--- config.mk ---
export PLATFORM = sky130hd
export DESIGN_NAME = alu_req_arbiter
export DESIGN_NICKNAME = d
export VERILOG_FILES = /design/src/rtl/alu_req_arbiter.sv
export SDC_FILE = /design/constraint.sdc
export NUM_CORES = 1
export LEC_CHECK = 0
export CORE_UTILIZATION = 38
export DETAILED_ROUTE_END_ITERATION = 12
export PLACE_DENSITY = 0.8
export SETUP_SLACK_MARGIN = 0.1
export SLEW_MARGIN = 15
export SYNTH_ARGS = -nofsm -noshare
export SYNTH_HDL_FRONTEND = slang
export SYNTH_SLANG_ARGS = --single-unit
export TNS_END_PERCENT = 10
--- constraint.sdc ---
create_clock -name CLK -period 1.6 [get_ports CLK]
set_input_delay 0.32 -clock CLK [delete_from_list [all_inputs] [get_ports CLK]]
set_output_delay 0.32 -clock CLK [all_outputs]
set_load 0.01 [all_outputs]
--- src/rtl/alu_req_arbiter.sv ---
// Round-robin arbiter sharing one combinational ALU between two valid/ready requesters.
// Operands are registered toward the ALU; the result is captured and held until its owner takes it.
module alu_req_arbiter #(
    parameter int DATA_WIDTH    = 32,
    parameter int OPRN_WIDTH    = 6,
    parameter int SETTLE_CYCLES = 1
) (
    input  logic                  CLK,
    input  logic                  RST,

    input  logic                  req0_valid,
    output logic                  req0_ready,
    input  logic [DATA_WIDTH-1:0] req0_op1,
    input  logic [DATA_WIDTH-1:0] req0_op2,
    input  logic [OPRN_WIDTH-1:0] req0_oprn,
    output logic                  rsp0_valid,
    input  logic                  rsp0_ready,
    output logic [DATA_WIDTH-1:0] rsp0_result,
    output logic                  rsp0_err,

    input  logic                  req1_valid,
    output logic                  req1_ready,
    input  logic [DATA_WIDTH-1:0] req1_op1,
    input  logic [DATA_WIDTH-1:0] req1_op2,
    input  logic [OPRN_WIDTH-1:0] req1_oprn,
    output logic                  rsp1_valid,
    input  logic                  rsp1_ready,
    output logic [DATA_WIDTH-1:0] rsp1_result,
    output logic                  rsp1_err,

    output logic [DATA_WIDTH-1:0] alu_op1,
    output logic [DATA_WIDTH-1:0] alu_op2,
    output logic [OPRN_WIDTH-1:0] alu_oprn,
    input  logic [DATA_WIDTH-1:0] alu_result
);

    typedef enum logic [1:0] {
        ST_IDLE   = 2'd0,
        ST_SETTLE = 2'd1,
        ST_RESP   = 2'd2
    } state_t;

    state_t                r_state;
    state_t                w_state_nxt;
    logic                  r_ptr;
    logic                  r_owner;
    logic [3:0]            r_cnt;
    logic                  r_err;
    logic [DATA_WIDTH-1:0] r_alu_op1;
    logic [DATA_WIDTH-1:0] r_alu_op2;
    logic [OPRN_WIDTH-1:0] r_alu_oprn;
    logic [DATA_WIDTH-1:0] r_rsp0_result;
    logic [DATA_WIDTH-1:0] r_rsp1_result;

    logic                  w_grant;
    logic                  w_req0_ready;
    logic                  w_req1_ready;
    logic                  w_accept;
    logic                  w_capture;
    logic                  w_rsp_fire;
    logic [DATA_WIDTH-1:0] w_win_op1;
    logic [DATA_WIDTH-1:0] w_win_op2;
    logic [OPRN_WIDTH-1:0] w_win_oprn;
    logic                  w_win_err;

    // Grant: a lone requester wins outright; on contention the pointer decides.
    always_comb begin
        w_grant = 1'b0;
        if (req0_valid && req1_valid) begin
            w_grant = r_ptr;
        end else if (req1_valid) begin
            w_grant = 1'b1;
        end
        w_req0_ready = (r_state == ST_IDLE) && !w_grant && req0_valid;
        w_req1_ready = (r_state == ST_IDLE) &&  w_grant && req1_valid;
        w_accept     = w_req0_ready || w_req1_ready;

        w_win_op1  = w_grant ? req1_op1  : req0_op1;
        w_win_op2  = w_grant ? req1_op2  : req0_op2;
        w_win_oprn = w_grant ? req1_oprn : req0_oprn;
        w_win_err  = (w_win_oprn == '0) || (w_win_oprn > OPRN_WIDTH'(9));

        w_capture  = (r_state == ST_SETTLE) && (r_cnt == '0);
        w_rsp_fire = (r_state == ST_RESP) && (r_owner ? rsp1_ready : rsp0_ready);
    end

    always_comb begin
        w_state_nxt = r_state;
        case (r_state)
            ST_IDLE:   if (w_accept)   w_state_nxt = ST_SETTLE;
            ST_SETTLE: if (w_capture)  w_state_nxt = ST_RESP;
            ST_RESP:   if (w_rsp_fire) w_state_nxt = ST_IDLE;
            default:                   w_state_nxt = ST_IDLE;
        endcase
    end

    always_ff @(posedge CLK or negedge RST) begin
        if (!RST) begin
            r_state       <= ST_IDLE;
            r_ptr         <= 1'b0;
            r_owner       <= 1'b0;
            r_cnt         <= '0;
            r_err         <= 1'b0;
            r_alu_op1     <= '0;
            r_alu_op2     <= '0;
            r_alu_oprn    <= '0;
            r_rsp0_result <= '0;
            r_rsp1_result <= '0;
        end else begin
            r_state <= w_state_nxt;

            if (w_accept) begin
                r_alu_op1  <= w_win_op1;
                r_alu_op2  <= w_win_op2;
                r_alu_oprn <= w_win_oprn;
                r_owner    <= w_grant;
                r_cnt      <= 4'(SETTLE_CYCLES - 1);
                r_err      <= w_win_err;
            end else if ((r_state == ST_SETTLE) && (r_cnt != '0)) begin
                r_cnt <= r_cnt - 4'd1;
            end

            // Only the owner's result register is loaded; the other port reads 0 from then on.
            if (w_capture) begin
                if (r_owner) begin
                    r_rsp1_result <= r_err ? '0 : alu_result;
                    r_rsp0_result <= '0;
                end else begin
                    r_rsp0_result <= r_err ? '0 : alu_result;
                    r_rsp1_result <= '0;
                end
            end

            if (w_rsp_fire) begin
                r_ptr <= ~r_owner;
            end
        end
    end

    always_comb begin
        req0_ready  = w_req0_ready;
        req1_ready  = w_req1_ready;
        rsp0_valid  = (r_state == ST_RESP) && !r_owner;
        rsp1_valid  = (r_state == ST_RESP) &&  r_owner;
        rsp0_err    = rsp0_valid && r_err;
        rsp1_err    = rsp1_valid && r_err;
        rsp0_result = r_rsp0_result;
        rsp1_result = r_rsp1_result;
        alu_op1     = r_alu_op1;
        alu_op2     = r_alu_op2;
        alu_oprn    = r_alu_oprn;
    end

endmodule

==> impl_results.md <==
- Maximum clock rate: ~550 MHz
- First-pass GRT wire length: 38.5 mm
- DIE AREA: 0.0188 mm²
- Uppermost layer routed: met5
- P_int: 12.9 mW
- Yosys reg bits: 143
- Filler cell count: 1456
- Switching Power: 8.71 mW
- Hold WC Path Type: primary input to async pin
- Min Tclk post-route: 1.80 ns
- Netlist cell types: 42
- Max Transition Viols Final: 0
- Fin Hold WS: 0.367 ns
- Ports: 318
- Critical Path Source Type: register
- MaxCap Viol Count: 0
- Starting Density: just under 40%
- CTS root buffer: clkbuf_16
- Setup_tns: -2.44 ns
- Tcrit/Tclk final: 113%
- WL met3: 2.16 mm
- Post-synthesis sequential area ratio: 51.6%
- Share of cells above drive strength 1: between 15 and 20%
- Setup WS pre-CTS: -0.776 ns
- Combinational fraction of design power: between 50% and 60%
- Overall power: 21.6 mW
- RSZ-0062 raised after global routing: true
- Met2 WL: 13.2 mm
- Design area: about 0.012 mm²
- Hold Vio Cnt, Final: 0
- CTS tree: done
- DR WL/cell: 19.7 µm
- CP max FO: 3
- DP Area: 0.0105 mm²
- Worst-Margin Slew: 0.674 ns
- Critical path arrival: around 1.5 ns
- Sw Share: 40.3%
- GR Util All Layers: 26.5%
- Synth Warn #: 0
- Syn Nets: between 900 and 1000
- Final worst slack: -0.202 ns
- Seq pwr share: 29.6%
- Setup slack, reg-to-reg: -0.12 ns
- R2R Path End: rsp1_result[12]$_DFFE_PN0P_
- Power share of the clock group: 18.5%
- Number of port buffers: about 320
- Final net count: 1252
- Drt via density: 5.59
- GRT Residual Overflow: 0
- Max VDD drop: 1.46 mV
- Failing checks: negative setup slack
- Crit path required time: 1.28 ns
- Post-Syn Instances: approximately 750
- Max incr delay on CP: 0.42 ns
- Clock buffer depth: 2
- Drt first pass iters: 4
- DR vias: 7357
- Total Wirelength: 25.9 mm
- CTS Sinks: between 100 and 150
- Crit Path Class: register to output pin
- DRT iter0 DRCs: 420
- Pin count of the biggest net entering global routing: 123
- CP Cell Sequence: or3b_4, nor2_4, buf_6
- Power Density: ~1900 mW/mm²
- Clk Latency, worst-skew pair: 0.43 ns
- Status: complete, but fails checks
- Drt drc: 0
- H-tree depth: 4
- Worst rel slew slack: 55.0%
- GP Congestion: 0.823
- Die width: around 140 µm
- P_leak: 4.80 nW
- Post-DP HPWL: 16.6 mm
- Final setup viols: 57
- Clock transition at the registers of the reported paths: 0.06 ns
- Mapped Avg Cell Area: just over 9 µm²
- Die Y-Extent: 137 µm
- Element type at the critical path end: output pin
- Core area: 0.0179 mm²
- Crit-path slowest cell: dfrtp_1
- Site Rows: 49
- Layout Skew: 0.0114 ns
- Post-route ant nets: 0
- Initial antenna violation count: 3
- Routed metal-1 wirelength: slightly below 10 mm
- P&R area growth vs syn: 65.9%
- Vias in the first global route: 7183
- Register-to-Register Path Depth: 6
- R2r startpoint: r_cnt[1]$_DFFE_PN0P_
- Syn Std Cell Area: 0.00694 mm²
- TritonCTS buffer count: 17
[placed cells by master, fill, tap and decap left out, types with 3 or more instances in the layout]
cell type,netlist,routed
a21oi_1,75,74
o21ai_2,0,45
clkbuf_16,0,20
dlygate4sd2_1,0,134
a31oi_4,0,3
nand2_1,67,67
o21ai_1,4,85
a31oi_1,60,59
buf_6,9,7
a31oi_2,10,8
clkinv_2,0,5
buf_12,0,9
clkdlybuf4s50_1,0,174
clkinv_4,0,3
dfrtp_1,143,143
nand3b_1,70,70
buf_16,0,6
inv_2,1,3
buf_2,11,5
o21ai_0,200,73
buf_4,0,41
or3b_4,1,3
[cell type report]
type                            instances  area [µm²]  area share, %
Timing Repair Buffer                  381        3770           32.8
Sequential cell                       143        3580           31.1
Multi-Input combinational cell        524        3260           28.3
Clock buffer                           19         453           3.94
Tap cell                              229         287           2.49
Clock inverter                         13         136           1.19
Inverter                                5        18.8          0.163
Antenna cell                            2        5.00         0.0435
[flip-flops by register name (all words and copies together), names as in the netlist]
signal       cells
r_cnt            4
alu_op1         32
rsp1_result     32
alu_op2         32
rsp0_result     32
r_owner          1
alu_oprn         6
r_err            1
r_ptr            1
r_state          2
[Yosys cell counts, drive strengths merged]
cell | n | share of area (%)
a211o | 1 | 0.13
a21bo | 1 | 0.14
a21o | 1 | 0.11
a21oi | 75 | 5.4
a221oi | 1 | 0.13
a311oi | 1 | 0.13
a31oi | 70 | 7.2
and2 | 2 | 0.22
and2b | 1 | 0.11
and3 | 1 | 0.090
buf | 21 | 2.3
clkbuf | 61 | 3.3
dfrtp | 143 | 52
ha | 2 | 0.36
inv | 5 | 0.27
mux2 | 1 | 0.16
nand2 | 67 | 3.6
nand2b | 2 | 0.22
nand3 | 1 | 0.072
nand3b | 70 | 7.6
nand4b | 1 | 0.13
nor2 | 5 | 0.31
nor2b | 3 | 0.31
nor3 | 2 | 0.14
nor3b | 1 | 0.11
nor4 | 3 | 0.27
nor4b | 2 | 0.25
o21ai | 204 | 15
o2bb2ai | 1 | 0.13
or2 | 1 | 0.090
or3b | 2 | 0.29
or4 | 1 | 0.11
[per-stage QoR]
step | utilization [%] | cells
finish | 64.3 | 1316
global route | 64.3 | 1316
CTS | 62.4 | 1305
detailed placement | 58.7 | 1264
global placement | 58.7 | 1264
floorplan | - | 753
[per-layer routing]
metal / vias to the layer above / global-route usage [%]
li1: 3396 / -
met1: 3597 / 31.2
met2: 319 / 45.4
met3: 43 / 8.41
met4: 2 / 9.04
met5: - / 0
[critical path: cells and delay by family (launching register included)]
| kind | cells | cell delay [ns] |
|---|---|---|
| flops | 1 | 0.42 |
| simple gates | 2 | 0.53 |
| buf+inv | 1 | 0.11 |
[power groups by stage]
stage | registers, mW | logic [mW] | clock network [mW]
floorplan | 7.02 | 4.05 | 0
global placement | 6.28 | 10.1 | 0
CTS | 6.28 | 10.2 | 4.04
finish | 6.41 | 11.2 | 4.00
global route | 6.62 | 12.0 | 4.21
detailed placement | 6.35 | 10.3 | 0
[repair_timing]
action | 4_1_cts | 5_1_grt
buffers inserted | 4 | 4
endpoints found under the hold margin | 30 | 0
endpoints found under the setup margin | 214 | 147
gates cloned | 4 | 5
gates resized for setup | 267 | 63
hold buffers | 1 | 0
pin swaps | 27 | 13
[cells by family after synthesis]
family | share of synthesized area [%]
AO/OA/AOI/OAI | 28.1
multiplexers | 0.162
flip-flops | 51.6
AND/OR/NAND/NOR | 13.9
buffers and inverters | 5.88
adder cells (fa/ha/maj) | 0.361
[worst max-delay path by stage]
stage	to	startpoint	slack, ns	cells after the start
3_3_place_gp	req0_ready	req0_valid	-0.78	4
2_1_floorplan	rsp0_result[12]$_DFFE_PN0P_	r_cnt[0]$_DFFE_PN0P_	0.05	7
5_1_grt	req0_ready	r_state[1]$_DFFE_PN0P_	-0.24	3
6_report	req0_ready	r_state[1]$_DFFE_PN0P_	-0.20	3
3_5_place_dp	req0_ready	req0_valid	-0.78	4
4_1_cts	req0_ready	r_state[1]$_DFFE_PN0P_	-0.21	3
No activity file was read; power rests on OpenSTA's default activity.
